File: src/rtl/apb_slave_pkg.sv
`default_nettype none
// ============================================================================
//  Module      : apb_slave_pkg
//  Description : Shared types, default parameters and address helpers for the
//                APB slave memory.
//  Revision    : 1.0 - initial release
// ============================================================================
package apb_slave_pkg;

   // Two-state transfer FSM
   typedef enum logic [0:0] {
      ST_IDLE   = 1'b0,
      ST_ACCESS = 1'b1
   } apb_state_e;

   localparam int DEF_ADDR_WIDTH  = 32;
   localparam int DEF_DATA_WIDTH  = 32;
   localparam int DEF_MEM_DEPTH   = 64;
   localparam int DEF_WAIT_STATES = 2;

   // Wide enough for the largest wait-state setting (15)
   localparam int CNT_WIDTH = 4;

   // Byte address to word index (words are 4 bytes wide)
   function automatic logic [63:0] word_index(input logic [63:0] byte_addr);
      return byte_addr >> 2;
   endfunction

endpackage
`default_nettype wire

File: src/rtl/apb_wait_counter.sv
`default_nettype none
// ============================================================================
//  Module      : apb_wait_counter
//  Description : Loadable down-counter that paces APB wait states. Reports
//                both the current and the next-cycle zero condition so the
//                parent can register pready exactly when the count expires.
//  Revision    : 1.0 - initial release
// ============================================================================
module apb_wait_counter #(
   parameter int WIDTH = 4
) (
   input  logic             clk,
   input  logic             rst,
   input  logic             i_load,
   input  logic [WIDTH-1:0] i_load_val,
   input  logic             i_en,
   output logic             o_zero,
   output logic             o_next_zero
);

   logic [WIDTH-1:0] count_q;
   logic [WIDTH-1:0] count_d;

   // Next count: load wins over decrement; the count saturates at zero
   always_comb begin
      count_d = count_q;
      if (i_load) begin
         count_d = i_load_val;
      end else if (i_en && (count_q != '0)) begin
         count_d = count_q - 1'b1;
      end
   end

   assign o_zero      = (count_q == '0);
   assign o_next_zero = (count_d == '0);

   // Count register
   always_ff @(posedge clk) begin
      if (rst) begin
         count_q <= '0;
      end else begin
         count_q <= count_d;
      end
   end

endmodule
`default_nettype wire

File: src/rtl/apb_slave_mem.sv
`default_nettype none
// ============================================================================
//  Module      : apb_slave_mem
//  Description : APB slave backed by a register-array memory with byte
//                strobes, programmable wait states and error response on
//                misaligned or out-of-range addresses.
//  Revision    : 1.0 - initial release
// ============================================================================
module apb_slave_mem
   import apb_slave_pkg::*;
#(
   parameter int ADDR_WIDTH  = apb_slave_pkg::DEF_ADDR_WIDTH,
   parameter int DATA_WIDTH  = apb_slave_pkg::DEF_DATA_WIDTH,
   parameter int MEM_DEPTH   = apb_slave_pkg::DEF_MEM_DEPTH,
   parameter int WAIT_STATES = apb_slave_pkg::DEF_WAIT_STATES
) (
   input  logic                    pclk,
   input  logic                    preset,
   input  logic                    psel,
   input  logic                    penable,
   input  logic                    pwrite,
   input  logic [ADDR_WIDTH-1:0]   paddr,
   input  logic [DATA_WIDTH-1:0]   pwdata,
   input  logic [DATA_WIDTH/8-1:0] pstrb,
   output logic                    pready,
   output logic [DATA_WIDTH-1:0]   prdata,
   output logic                    pslverr
);

   localparam int STRB_WIDTH = DATA_WIDTH / 8;
   localparam int IDX_WIDTH  = (MEM_DEPTH > 1) ? $clog2(MEM_DEPTH) : 1;

   apb_state_e              state_q,   state_d;
   logic [ADDR_WIDTH-1:0]   addr_q,    addr_d;
   logic                    write_q,   write_d;
   logic [DATA_WIDTH-1:0]   wdata_q,   wdata_d;
   logic [STRB_WIDTH-1:0]   strb_q,    strb_d;
   logic                    pready_q,  pready_d;
   logic                    pslverr_q, pslverr_d;
   logic [DATA_WIDTH-1:0]   prdata_q,  prdata_d;

   logic [DATA_WIDTH-1:0]   mem_q [MEM_DEPTH];

   logic                    cnt_load;
   logic                    cnt_en;
   logic                    cnt_zero;
   logic                    cnt_next_zero;

   logic                    legal_cur;
   logic                    legal_next;
   logic [IDX_WIDTH-1:0]    idx_cur;
   logic [IDX_WIDTH-1:0]    idx_next;
   logic                    mem_we;
   logic [DATA_WIDTH-1:0]   mem_wword;

   // Word-aligned and inside the array
   function automatic logic addr_legal(input logic [ADDR_WIDTH-1:0] a);
      return (a[1:0] == 2'b00) && (word_index(64'(a)) < 64'(MEM_DEPTH));
   endfunction

   apb_wait_counter #(
      .WIDTH (CNT_WIDTH)
   ) u_wait_counter (
      .clk         (pclk),
      .rst         (preset),
      .i_load      (cnt_load),
      .i_load_val  (CNT_WIDTH'(WAIT_STATES)),
      .i_en        (cnt_en),
      .o_zero      (cnt_zero),
      .o_next_zero (cnt_next_zero)
   );

   // Transfer sequencing: latch on setup, count wait states, complete or abort
   always_comb begin
      state_d  = state_q;
      addr_d   = addr_q;
      write_d  = write_q;
      wdata_d  = wdata_q;
      strb_d   = strb_q;
      cnt_load = 1'b0;
      cnt_en   = 1'b0;
      mem_we   = 1'b0;
      case (state_q)
         ST_IDLE: begin
            // A select with penable already high lacks a setup phase: ignore
            if (psel && !penable) begin
               state_d  = ST_ACCESS;
               addr_d   = paddr;
               write_d  = pwrite;
               wdata_d  = pwdata;
               strb_d   = pstrb;
               cnt_load = 1'b1;
            end
         end
         ST_ACCESS: begin
            if (!psel) begin
               state_d = ST_IDLE;
            end else if (penable && pready_q) begin
               state_d = ST_IDLE;
               mem_we  = write_q && legal_cur;
            end else begin
               cnt_en  = !cnt_zero;
            end
         end
         default: state_d = ST_IDLE;
      endcase
   end

   assign legal_cur  = addr_legal(addr_q);
   assign legal_next = addr_legal(addr_d);
   assign idx_cur    = IDX_WIDTH'(word_index(64'(addr_q)));
   assign idx_next   = IDX_WIDTH'(word_index(64'(addr_d)));

   // Response outputs are only non-zero in the cycle pready is high
   always_comb begin
      pready_d  = (state_d == ST_ACCESS) && cnt_next_zero;
      pslverr_d = pready_d && !legal_next;
      prdata_d  = '0;
      if (pready_d && !write_d && legal_next) begin
         prdata_d = mem_q[idx_next];
      end
   end

   // Merge strobed write lanes into the addressed word
   always_comb begin
      mem_wword = mem_q[idx_cur];
      for (int b = 0; b < STRB_WIDTH; b++) begin
         if (strb_q[b]) begin
            mem_wword[8*b +: 8] = wdata_q[8*b +: 8];
         end
      end
   end

   // Control and response registers
   always_ff @(posedge pclk) begin
      if (preset) begin
         state_q   <= ST_IDLE;
         addr_q    <= '0;
         write_q   <= 1'b0;
         wdata_q   <= '0;
         strb_q    <= '0;
         pready_q  <= 1'b0;
         pslverr_q <= 1'b0;
         prdata_q  <= '0;
      end else begin
         state_q   <= state_d;
         addr_q    <= addr_d;
         write_q   <= write_d;
         wdata_q   <= wdata_d;
         strb_q    <= strb_d;
         pready_q  <= pready_d;
         pslverr_q <= pslverr_d;
         prdata_q  <= prdata_d;
      end
   end

   // Memory array: cleared by reset, written only at a legal write completion
   always_ff @(posedge pclk) begin
      if (preset) begin
         for (int i = 0; i < MEM_DEPTH; i++) begin
            mem_q[i] <= '0;
         end
      end else if (mem_we) begin
         mem_q[idx_cur] <= mem_wword;
      end
   end

   assign pready  = pready_q;
   assign pslverr = pslverr_q;
   assign prdata  = prdata_q;

endmodule
`default_nettype wire

File: config.mk
export PLATFORM = sky130hd
export DESIGN_NAME = apb_slave_mem
export DESIGN_NICKNAME = d
export VERILOG_FILES = /design/src/rtl/apb_slave_pkg.sv /design/src/rtl/apb_wait_counter.sv /design/src/rtl/apb_slave_mem.sv
export SDC_FILE = /design/constraint.sdc
export NUM_CORES = 2
export LEC_CHECK = 0
export CORE_ASPECT_RATIO = 1.2
export CORE_MARGIN = 2
export CORE_UTILIZATION = 50
export CTS_CLUSTER_DIAMETER = 80
export DETAILED_ROUTE_END_ITERATION = 10
export HOLD_SLACK_MARGIN = 0.08
export PLACE_DENSITY_LB_ADDON = 0.2
export SETUP_SLACK_MARGIN = 0.2
export SYNTH_ARGS = -nofsm -noshare
export SYNTH_HDL_FRONTEND = slang
export SYNTH_SLANG_ARGS = --single-unit
File: constraint.sdc
create_clock -name pclk -period 4.4 [get_ports pclk]
set_input_delay 0.88 -clock pclk [delete_from_list [all_inputs] [get_ports pclk]]
set_output_delay 0.88 -clock pclk [all_outputs]
set_load 0.02 [all_outputs]
==> metrics <==
status completed; share of cells above drive strength 1 0.0978; Final min period 4.12 ns; max_cap viols 0; #FFs+latches synth between 2000 and 2500; RSZ-0062 raised after global routing no; largest net degree at the start of global routing 137; Layout area overhead 13.4%; maximum achievable frequency 242 MHz; Port Buf Inserts 106; CTS tree yes; # Post-CTS Setup Buffers 0; Slew Limit Fails 0; top-area cell type share of the netlist area 0.644; Root Buffer clkbuf_16; cts hold-fix bufs 0; FP Rows 175; first-pass GRT wire length 470000 um; Area contributors post-synth edfxtp_1 (64%), nor2_1 (8.1%), nand2_1 (6.7%), nand3_1 (4.3%), mux2i_1 (3.5%); worst-path maximum fanout 45; remaining global-route overflow 0; Max-Slew Margin vs Limit 0.0146; hold violation count in the final report 0; r2r worst-path depth 9; Worst VDD drop 403 uV; Nets between 8000 and 9000; Core ar. 190000 um^2; main flop type after synthesis edfxtp_1; CTS Buf Count 210; First-pass DRT Iterations 6; H-tree levels 4; Async SR Flop Fraction 0; critical path arrival 4.87 ns; WL/cell 28.4 um; final worst-path cycle share 0.937; die width between 400 and 500 um; WL final 328000 um; Routability Congestion 0.951; syn_nets 8952; Worst-Margin Slew about 1.5 ns; Resized Gates After CTS 0; Die Y between 400 and 500 um; hold depth 2; required time of the worst setup path 5.15 ns; final setup fails 0; CP Class input pin to flop; syn_area_per_cell 10.8 um^2; number of synthesized flops with an enable pin 2048; Yosys cell types between 60 and 70; All-Layer GR Usage 0.333; Setup WS pre-CTS -0.443 ns; DP HPWL 214000 um; clk sinks between 2000 and 2500; Vias 71600; vias per inst 6.20; synth warn 0; Pwr Total between 0.04 and 0.05 W; min-delay worst type input pin to flop; worst-skew pair later-pin latency 0.89 ns; Die Footprint 194000 um^2; cell taking the most area after synthesis edfxtp_1; Layout Skew 0.0538 ns; CTS clk-pin slew, worst paths approximately 0.070 ns; initial antenna violation count 14; Initial Utilization 0.503; synthesized netlist cell count 8878; synthesized area 95400 um^2; Final ANT Viol Nets 0; Seq/Total Area, Yosys 0.667; vias in the first global route ~69000; worst setup margin ~0.28 ns; CP endpoint kind flop; DRT iter0 DRCs 9376; residual DRC count 0; leakage power of the design 37.1 nW; Hold WS 0.400 ns; power density cells 412 nW/um^2; clock buffer depth 3; I/O Pins 107; crit start category input pin
==> path summary, 6_finish.rpt <==
check	from	slack, ns	end
setup / recovery	psel	0.28	prdata[6]
setup reg to reg	state_q	0.32	prdata[6]
hold / removal	preset	0.40	write_q
hold reg to reg	addr_q[26]	0.46	addr_q[26]
==> flip-flops by register name, indices dropped and copies added, names as in the netlist <==
register,count
pready,1
write_q,1
addr_q,32
state_q,1
mem_q,2048
strb_q,4
u_wait_counter.count_q,4
pslverr,1
prdata,32
wdata_q,32
==> kinds of logic (layout without fill, tap and decap cells) <==
logic type,Yosys count,after routing,synth area share
multiplexers,349,349,0.0372
AO/OA/AOI/OAI,844,844,0.0609
AND/OR/NAND/NOR,4683,4683,0.198
buffers and inverters,842,1025,0.0365
XOR/XNOR,3,3,0.000275
adder cells (fa/ha/maj),1,1,0.000131
flip-flops,2156,2156,0.667
other,0,7,0
==> cell usage in the layout, fill, tap and decap left out, types with 100 or more instances in the layout <==
cell type / count
mux2i_1: 337
edfxtp_1: 2048
nand3_1: 818
nand2_1: 1656
nor2_1: 2066
buf_4: 430
dfxtp_1: 108
clkbuf_16: 217
o21bai_1: 256
clkdlybuf4s50_1: 105
buf_12: 100
a21oi_1: 241
==> metrics by stage <==
step           std cells  TNS [ns]   util  cell area, um^2
3_5_place_dp       11200     -4.01  0.537           102000
2_1_floorplan       8878         0      -            95400
4_1_cts            11500         0  0.571           108000
5_1_grt            11500         0  0.571           108000
6_report           11500         0  0.571           108000
3_3_place_gp       11200     -4.46  0.537           102000
==> layer usage <==
layer  routed length, um  vias to the layer above  part of all wire  global-route usage
met4               21400                       14             0.065               0.192
li1                    -                    30900                 -                   -
met2              153000                     4474              0.47               0.534
met3               36300                      871              0.11              0.0686
met5                  98                        -           0.00030                   0
met1              117000                    35300              0.36               0.423
==> power breakdown <==
| part | switching (W) | total, W | internal (W) | leakage [nW] |
|---|---|---|---|---|
| logic | 0.00269 | 0.00386 | 0.00117 | 11.9 |
| clock network | 0.00789 | 0.0175 | 0.00958 | 3.18 |
| registers | 0.000228 | 0.0233 | 0.0231 | 22.0 |
| total | 0.0108 | 0.0446 | 0.0338 | 37.1 |
==> layout make-up <==
class	instances	area, um^2
multi-input cells	5880	28700
inverters	3	11.3
diodes	7	17.5
flip-flops and latches	2156	63700
fillers	15800	81300
clock buffers	285	5750
repair buffers	637	6310
well taps	2478	3100
clock inverters	100	761
==> critical path, cell delays in order <==
cell and delay [ns]:
clkdlybuf4s50_1 0.43, or3b_4 0.48, a21o_4 0.38, buf_12 0.29, buf_12 0.25, mux2i_1 0.24, mux2i_1 0.12, a2111oi_1 1.00
a211oi_1 0.33, a221o_1 0.40
==> cells in the mapped netlist, drive strengths merged (2+ instances only) <==
cell,instances
nor2,2076
edfxtp,2048
nand2,1696
nand3,819
clkbuf,610
mux2i,342
o21bai,256
a21oi,242
buf,229
dfxtp,108
a31oi,65
a32oi,42
a221oi,37
o22ai,37
o21ai,31
o221ai,27
a311oi,26
nor4,26
nor3,23
a41oi,21
a211o,12
a221o,12
nor3b,10
nand4,9
a2111oi,7
a211oi,7
a22oi,7
and2,7
mux2,6
a22o,4
and3b,4
o31ai,4
and3,3
inv,3
o2bb2ai,3
o211ai,2
or2,2
or3b,2
xnor2,2
No activity file was read; power rests on OpenSTA's default activity.
